==> src/rtl/i2c_slave.sv <==
// ============================================================================
//  Module   : i2c_slave
//  Brief    : 7-bit address I2C target; receives write bytes, sends read bytes.
//  Revision : 1.0
// ============================================================================
`default_nettype none

module i2c_slave #(
    parameter logic [6:0] SLAVE_ADDR = 7'h50
) (
    input  logic       clk,
    input  logic       reset,
    input  logic       scl_in,
    input  logic       sda_in,
    output logic       sda_oe,
    input  logic [7:0] tx_data,
    output logic       tx_req,
    output logic [7:0] rx_data,
    output logic       rx_valid,
    output logic       busy
);

    typedef enum logic [2:0] {
        S_IDLE     = 3'd0,
        S_ADDR     = 3'd1,
        S_ADDR_ACK = 3'd2,
        S_RX       = 3'd3,
        S_RX_ACK   = 3'd4,
        S_TX       = 3'd5,
        S_TX_ACK   = 3'd6
    } state_t;

    // Synchronizer chains reset high so no false START appears out of reset
    logic r_scl_m, r_scl_s, r_scl_d;
    logic r_sda_m, r_sda_s, r_sda_d;

    state_t     r_state,   w_state;
    logic [2:0] r_bit_cnt, w_bit_cnt;
    logic       r_ack_ph,  w_ack_ph;
    logic [7:0] r_shreg,   w_shreg;
    logic [7:0] r_txsh,    w_txsh;
    logic       r_rw,      w_rw;
    logic       r_sda_oe,  w_sda_oe;
    logic [7:0] r_rx_data, w_rx_data;
    logic       r_rx_valid, w_rx_valid;
    logic       r_tx_req,  w_tx_req;
    logic       r_busy,    w_busy;

    logic       w_scl_rise, w_scl_fall, w_start, w_stop;
    logic [2:0] w_tx_idx;

    assign w_scl_rise = r_scl_s & ~r_scl_d;
    assign w_scl_fall = ~r_scl_s & r_scl_d;
    assign w_start    = r_scl_s & r_scl_d & r_sda_d & ~r_sda_s;
    assign w_stop     = r_scl_s & r_scl_d & ~r_sda_d & r_sda_s;
    assign w_tx_idx   = 3'd6 - r_bit_cnt;

    always_ff @(posedge clk or negedge reset) begin
        if (!reset) begin
            r_scl_m    <= 1'b1;
            r_scl_s    <= 1'b1;
            r_scl_d    <= 1'b1;
            r_sda_m    <= 1'b1;
            r_sda_s    <= 1'b1;
            r_sda_d    <= 1'b1;
            r_state    <= S_IDLE;
            r_bit_cnt  <= 3'd0;
            r_ack_ph   <= 1'b0;
            r_shreg    <= 8'h00;
            r_txsh     <= 8'h00;
            r_rw       <= 1'b0;
            r_sda_oe   <= 1'b0;
            r_rx_data  <= 8'h00;
            r_rx_valid <= 1'b0;
            r_tx_req   <= 1'b0;
            r_busy     <= 1'b0;
        end else begin
            r_scl_m    <= scl_in;
            r_scl_s    <= r_scl_m;
            r_scl_d    <= r_scl_s;
            r_sda_m    <= sda_in;
            r_sda_s    <= r_sda_m;
            r_sda_d    <= r_sda_s;
            r_state    <= w_state;
            r_bit_cnt  <= w_bit_cnt;
            r_ack_ph   <= w_ack_ph;
            r_shreg    <= w_shreg;
            r_txsh     <= w_txsh;
            r_rw       <= w_rw;
            r_sda_oe   <= w_sda_oe;
            r_rx_data  <= w_rx_data;
            r_rx_valid <= w_rx_valid;
            r_tx_req   <= w_tx_req;
            r_busy     <= w_busy;
        end
    end

    always_comb begin
        w_state    = r_state;
        w_bit_cnt  = r_bit_cnt;
        w_ack_ph   = r_ack_ph;
        w_shreg    = r_shreg;
        w_txsh     = r_txsh;
        w_rw       = r_rw;
        w_sda_oe   = r_sda_oe;
        w_rx_data  = r_rx_data;
        w_rx_valid = 1'b0;
        w_tx_req   = 1'b0;
        w_busy     = r_busy;

        if (w_start) begin
            w_state   = S_ADDR;
            w_bit_cnt = 3'd0;
            w_sda_oe  = 1'b0;
            w_busy    = 1'b0;
        end else if (w_stop) begin
            w_state  = S_IDLE;
            w_sda_oe = 1'b0;
            w_busy   = 1'b0;
        end else begin
            case (r_state)
                S_IDLE: begin
                    w_sda_oe = 1'b0;
                end
                S_ADDR: begin
                    if (w_scl_rise) begin
                        w_shreg   = {r_shreg[6:0], r_sda_s};
                        w_bit_cnt = r_bit_cnt + 3'd1;
                        if (r_bit_cnt == 3'd7) begin
                            if (r_shreg[6:0] == SLAVE_ADDR) begin
                                w_rw     = r_sda_s;
                                w_busy   = 1'b1;
                                w_ack_ph = 1'b0;
                                w_state  = S_ADDR_ACK;
                            end else begin
                                w_state = S_IDLE;
                            end
                        end
                    end
                end
                S_ADDR_ACK, S_RX_ACK: begin
                    // First fall starts the ACK low phase, second fall ends it
                    if (w_scl_fall) begin
                        if (!r_ack_ph) begin
                            w_sda_oe = 1'b1;
                            w_ack_ph = 1'b1;
                        end else begin
                            w_sda_oe  = 1'b0;
                            w_bit_cnt = 3'd0;
                            if (r_state == S_ADDR_ACK && r_rw) begin
                                w_txsh   = tx_data;
                                w_tx_req = 1'b1;
                                w_sda_oe = ~tx_data[7];
                                w_state  = S_TX;
                            end else begin
                                w_state = S_RX;
                            end
                        end
                    end
                end
                S_RX: begin
                    if (w_scl_rise) begin
                        w_shreg   = {r_shreg[6:0], r_sda_s};
                        w_bit_cnt = r_bit_cnt + 3'd1;
                        if (r_bit_cnt == 3'd7) begin
                            w_rx_data  = {r_shreg[6:0], r_sda_s};
                            w_rx_valid = 1'b1;
                            w_ack_ph   = 1'b0;
                            w_state    = S_RX_ACK;
                        end
                    end
                end
                S_TX: begin
                    // bit_cnt counts bits already handed to the bus after the MSB
                    if (w_scl_fall) begin
                        if (r_bit_cnt == 3'd7) begin
                            w_sda_oe = 1'b0;
                            w_ack_ph = 1'b0;
                            w_state  = S_TX_ACK;
                        end else begin
                            w_sda_oe  = ~r_txsh[w_tx_idx];
                            w_bit_cnt = r_bit_cnt + 3'd1;
                        end
                    end
                end
                S_TX_ACK: begin
                    if (w_scl_rise) begin
                        if (r_sda_s) begin
                            w_state = S_IDLE;
                            w_busy  = 1'b0;
                        end else begin
                            w_ack_ph = 1'b1;
                        end
                    end else if (w_scl_fall && r_ack_ph) begin
                        w_txsh    = tx_data;
                        w_tx_req  = 1'b1;
                        w_sda_oe  = ~tx_data[7];
                        w_bit_cnt = 3'd0;
                        w_state   = S_TX;
                    end
                end
                default: begin
                    w_state  = S_IDLE;
                    w_sda_oe = 1'b0;
                end
            endcase
        end
    end

    assign sda_oe   = r_sda_oe;
    assign tx_req   = r_tx_req;
    assign rx_data  = r_rx_data;
    assign rx_valid = r_rx_valid;
    assign busy     = r_busy;

endmodule

`default_nettype wire

==> config.mk <==
export PLATFORM = sky130hd
export DESIGN_NAME = i2c_slave
export DESIGN_NICKNAME = d
export VERILOG_FILES = /design/src/rtl/i2c_slave.sv
export SDC_FILE = /design/constraint.sdc
export NUM_CORES = 1
export LEC_CHECK = 0
export CORE_ASPECT_RATIO = 1.1
export CORE_UTILIZATION = 45
export CTS_CLUSTER_SIZE = 28
export DETAILED_ROUTE_END_ITERATION = 12
export PLACE_DENSITY = 0.77
export SYNTH_ARGS = -nofsm -noshare
export SYNTH_HDL_FRONTEND = slang
export SYNTH_SLANG_ARGS = --single-unit
==> constraint.sdc <==
create_clock -name clk -period 2.2 [get_ports clk]
set_clock_uncertainty 0.1 [all_clocks]
set_input_delay 0.22 -clock clk [delete_from_list [all_inputs] [get_ports clk]]
set_output_delay 0.22 -clock clk [all_outputs]
set_load 0.02 [all_outputs]
* Word level (Yosys, flattened, before mapping)
Index checks and enable logic that the tools add are counted.
** Word-level totals
- Flip-flop bits (word level) :: 41
- Bits of input ports :: 12
** Cells by class
- $add $sub $neg :: 2
- Magnitude comparators :: 1
- Eq/ne operators :: 45
- Muxes and demuxes :: 75
- Bitwise gates (word level) :: 15
- Reduce and logical (&&, ||, !) cells :: 18
** Operators by type and width (count)
- $mux W3 :: 23
- $ne A4 B4 Y1 const B :: 13
- $mux W8 :: 5
- $mux W1 :: 38
- $ne A2 B2 Y1 const B :: 13
- $reduce_and A11 Y1 :: 2
- $ne A3 B3 Y1 const B :: 7
- $pmux W3 S6 :: 1
- $pmux W8 S2 :: 1
- $eq A3 B3 Y1 const B :: 4
- $pmux W3 S4 :: 1
- $reduce_and A6 Y1 :: 2
- $ne A5 B5 Y1 const B :: 2
- $reduce_and A5 Y1 :: 2
- $reduce_bool A5 Y1 :: 2
- $reduce_and A9 Y1 :: 1
- $not A1 Y1 :: 8
- $reduce_and A8 Y1 :: 1
- $and A1 B1 Y1 :: 7
- $eq A7 B7 Y1 const B :: 1
- $eq A3 B2 Y1 const B :: 2
- $ne A3 B1 Y1 const B :: 2
- $pmux W1 S5 :: 1
- $lt A3 B4 Y1 const B :: 1
- other kinds (13) :: 16

* Depth between registers and ports, before layout
- Depth in word-level cells :: 9
- Gate-level depth with buffers :: 7

* Worst setup path before layout
No wires, ideal clock.
- Path kind :: reg2reg
- Start point :: register r_bit_cnt[0]
- End point :: register r_ack_ph
- Library setup time :: 0.125 ns
- Data arrival time :: 1.763 ns
- Path slack :: 0.213 ns
- Stages on the path, launching flop included :: 8
- Path through :: dfrtp_1 -> ha_1 -> ha_1 -> inv_1 -> maj3_2 -> a22oi_1 -> nand4_1 -> mux2_2
** On the way
- Word-level cells in the longest chain between the ends :: 4
- Elaborated cells on any way between the ends :: 7
- Classes of those cells :: 2 x eq/ne; 4 x mux; 1 x reduce/logical
** RTL lines
- start, declared :: line 38 : logic [2:0] r_bit_cnt, w_bit_cnt;
- start signal, assigned :: line 85 : r_bit_cnt <= w_bit_cnt;
- $eq A3 B3 Y1 * :: line 129, 165, 176
- $mux W1
- $mux W1, on equally long branches
- $pmux W1 S5
- end signal, assigned :: line 86 : r_ack_ph <= w_ack_ph;
- end, declared :: line 39 : logic r_ack_ph, w_ack_ph;
Every way passes the cells marked *; elsewhere a longest branch is shown, timed or not. The select of a mux whose other input is x is not followed.
A chain may end at the register's enable or synchronous reset.

* Worst setup path after layout
- Start point :: register r_bit_cnt[1]
- End point :: register r_bit_cnt[2]
** On the way
- Word-level cells in the longest chain between the ends :: 6
- Elaborated cells on any way between the ends :: 10
- Classes of those cells :: 1 x add/sub; 2 x eq/ne; 6 x mux; 1 x reduce/logical
** RTL lines
- $add A3 B1 Y3 :: line 128, 164, 182
- $mux W3 :: line 176 : if (r_bit_cnt == 3'd7) begin
- $mux W3 :: line 175 : if (w_scl_fall) begin
- $pmux W3 S4 :: line 121 : case (r_state)
- $mux W3 :: line 116 : end else if (w_stop) begin
- $mux W3 :: line 111 : if (w_start) begin
Several ways; a longest one is shown, not always the timed one. The select of a mux whose other input is x is not followed.

==> flow_summary.ini <==
[floorplanning]
die_w_um = 67.4
core-area_um2 = 4410
initial_core_util_pct = 48.0
die_area_um2 = 4990
fp.dieH_um = 74.0
ios = 24
rows = 25

[sta]
slew_violations = 0
hold_viol_final = 0
post-route-period-util_pct = 90.5
worst_slack_ns = 0.209
fmax_mhz = 502
setup_viol = 0
worst_slew_pin_slew_ns = 0.485
setup_tns_ns = 0
rsz0062_at_grt = false
fin_crit_ns = 1.99
max-slew-margin-rel_pct = 67.7

[final_layout]
syn_to_final_growth_pct = 21.1
fillers = 350
antenna_cells = 0
finalNetCount = 226
drive_gt1_share_pct = 28.8
fin_util_pct = 58.2

[routing]
routedWlPerCell_um = 14.9
postRouteAntennaNets = 0
drt_iter0_drc = 45
route.vias.total = 1521
viasPerCell = 5.72
totalWireLength_um = 3960
firstDrtPassIters = 4
drc_errors = 0

[synthesis]
synth_flop_cell = dfrtp_1
synth_cell_type_count = 48
synthTopCellsByCount = dfrtp_1 (35), mux2_2 (27), o21ai_0 (14)
ys.warnings.count = 0
yosysTopAreaCell = dfrtp_1
async_flop_share_pct = 100
synth.top_cell.area_share_pct = 41.3
synth_seq_cells = 41
syn_area_um2 = 2120
synth_edf_count = 0
postSynthCellCount = 179
ys_seq_area_share_pct = 48.8
synthMostInstantiatedCell = dfrtp_1
postSynthAreaPerCell_um2 = 11.8
yosys-top-cells-area = dfrtp_1 (41%), mux2_2 (14%), dfstp_2 (7.4%)
syn_nets = 194

[global_route]
antenna_found_initial = 0
grtUsageTotal_pct = 18.2
overflow = 0
grt_pass1_vias = 1478
grt_pass1_wl_um = 6810
grt_max_degree = 42

[pwr]
power_leakage_nw = 1.15
power_density_nw_per_um2 = 585
vdd_drop_max_mv = 0.527

[worst_setup_path]
start_kind = flop
crit_fanout = 6
critPathArrivalTime_ns = 2.11
critPathKind = flop to flop
cp_data_required_time_ns = 2.32
end_kind = flop

[clock_tree]
clockBufferDepth = 2
clockRootBuffer = clkbuf_8
ctsHtreeMaxLevel = 2
cts_buffers = 5
cts_tree = done
clock-sinks = 41
clock_latency_ns = 0.28
cts.clk_slew.worst_paths_ns = 0.07

[worst_hold_path]
min-delay-path-class = primary input to flop

[place]
place_ws_ns = 0.174
gp_congestion = 0.917
port_buffers = 23
dp_hpwl_um = 2850

[run_status]
status = complete, no violations

[run]
cap_violations = 0
==> through the flow <==
step                      hold slack (ns)  cells  total power [mW]  area, um2
after floorplan                    -0.176    179             0.881       2120
final                               0.249    266              1.50       2570
after global routing                0.239    266              1.57       2570
after global placement              0.206    257             0.941       2450
after detailed placement            0.205    257             0.943       2450
after CTS                           0.243    266              1.52       2560
==> critical path, cell delays in order, from the launching register on <==
cell      delay (ns)
dfrtp_1         0.40
ha_1            0.19
ha_2            0.22
nor3b_1         0.19
o21ai_0         0.16
o21bai_1        0.19
and4b_1         0.30
a22o_1          0.17
==> registers in the layout, indices dropped and copies added, names as in the netlist <==
signal     cells
busy           1
r_scl_d        1
sda_oe         1
r_sda_s        1
r_rw           1
rx_data        8
r_shreg        7
tx_req         1
r_sda_m        1
r_scl_s        1
rx_valid       1
r_scl_m        1
r_txsh         8
r_ack_ph       1
r_sda_d        1
r_state        3
r_bit_cnt      3
==> report_power, final <==
| group | leakage (nW) | internal, mW | switching (mW) |
|---|---|---|---|
| combinational | 0.540 | 0.0651 | 0.0608 |
| clock | 0.0552 | 0.336 | 0.236 |
| sequential | 0.550 | 0.780 | 0.0242 |
==> path summary, 6_finish.rpt <==
path,from,end,slack [ns],cells past startpoint
max,r_bit_cnt[1],r_bit_cnt[2],0.21,7
min,sda_in,r_sda_m,0.25,1
max reg2reg,r_bit_cnt[1],r_bit_cnt[2],0.21,7
min reg2reg,r_sda_m,r_sda_s,0.26,0
max in group asynchronous,reset,r_scl_s,1.22,3
min in group asynchronous,reset,rx_data[3],0.42,3
==> what timing repair did <==
action                                  CTS  global route
hold buffers                              1             0
endpoints found under the setup margin    0             1
hold endpoints to repair                 35             0
resized for setup                         0             1
setup buffers                             0             0
==> layout make-up <==
cell class | count | area, um2 | area share (%)
clock buffers | 6 | 72.6 | 2.83
inverters | 7 | 26.3 | 1.02
repair buffers | 34 | 323 | 12.6
well taps | 54 | 67.6 | 2.63
flip-flops and latches | 41 | 1030 | 40.3
multi-input cells | 122 | 1010 | 39.3
clock inverters | 2 | 35.0 | 1.37
==> kinds of logic (layout without fill, tap and decap cells) <==
logic type / Yosys count / in the layout / synth area share [%]
AND/OR/NAND/NOR: 41 / 41 / 13.1
adder cells (fa/ha/maj): 4 / 4 / 2.30
flip-flops: 41 / 41 / 48.8
buffers and inverters: 16 / 49 / 3.72
multiplexers: 31 / 31 / 17.8
XOR/XNOR: 1 / 1 / 0.414
AO/OA/AOI/OAI: 45 / 45 / 13.9
==> layer usage <==
layer	vias up	track usage [%]	routed length (um)
li1	725	-	-
met1	744	27.1	1930
met2	44	25.8	1800
met3	8	2.91	161
met4	0	8.98	71
met5	-	0	0
==> layout by cell type (no fill, tap or decap), types with 4 or more instances in the layout <==
master and instances:
o211ai_1 6, mux2_2 27, buf_4 9, clkdlybuf4s50_1 22, dfrtp_1 35, clkbuf_8 5
nor2b_1 4, nand2_1 8, inv_1 7, dfstp_2 6, nand2b_1 4, a21oi_1 8
o21ai_0 14
(Power assumes the default switching activity.)
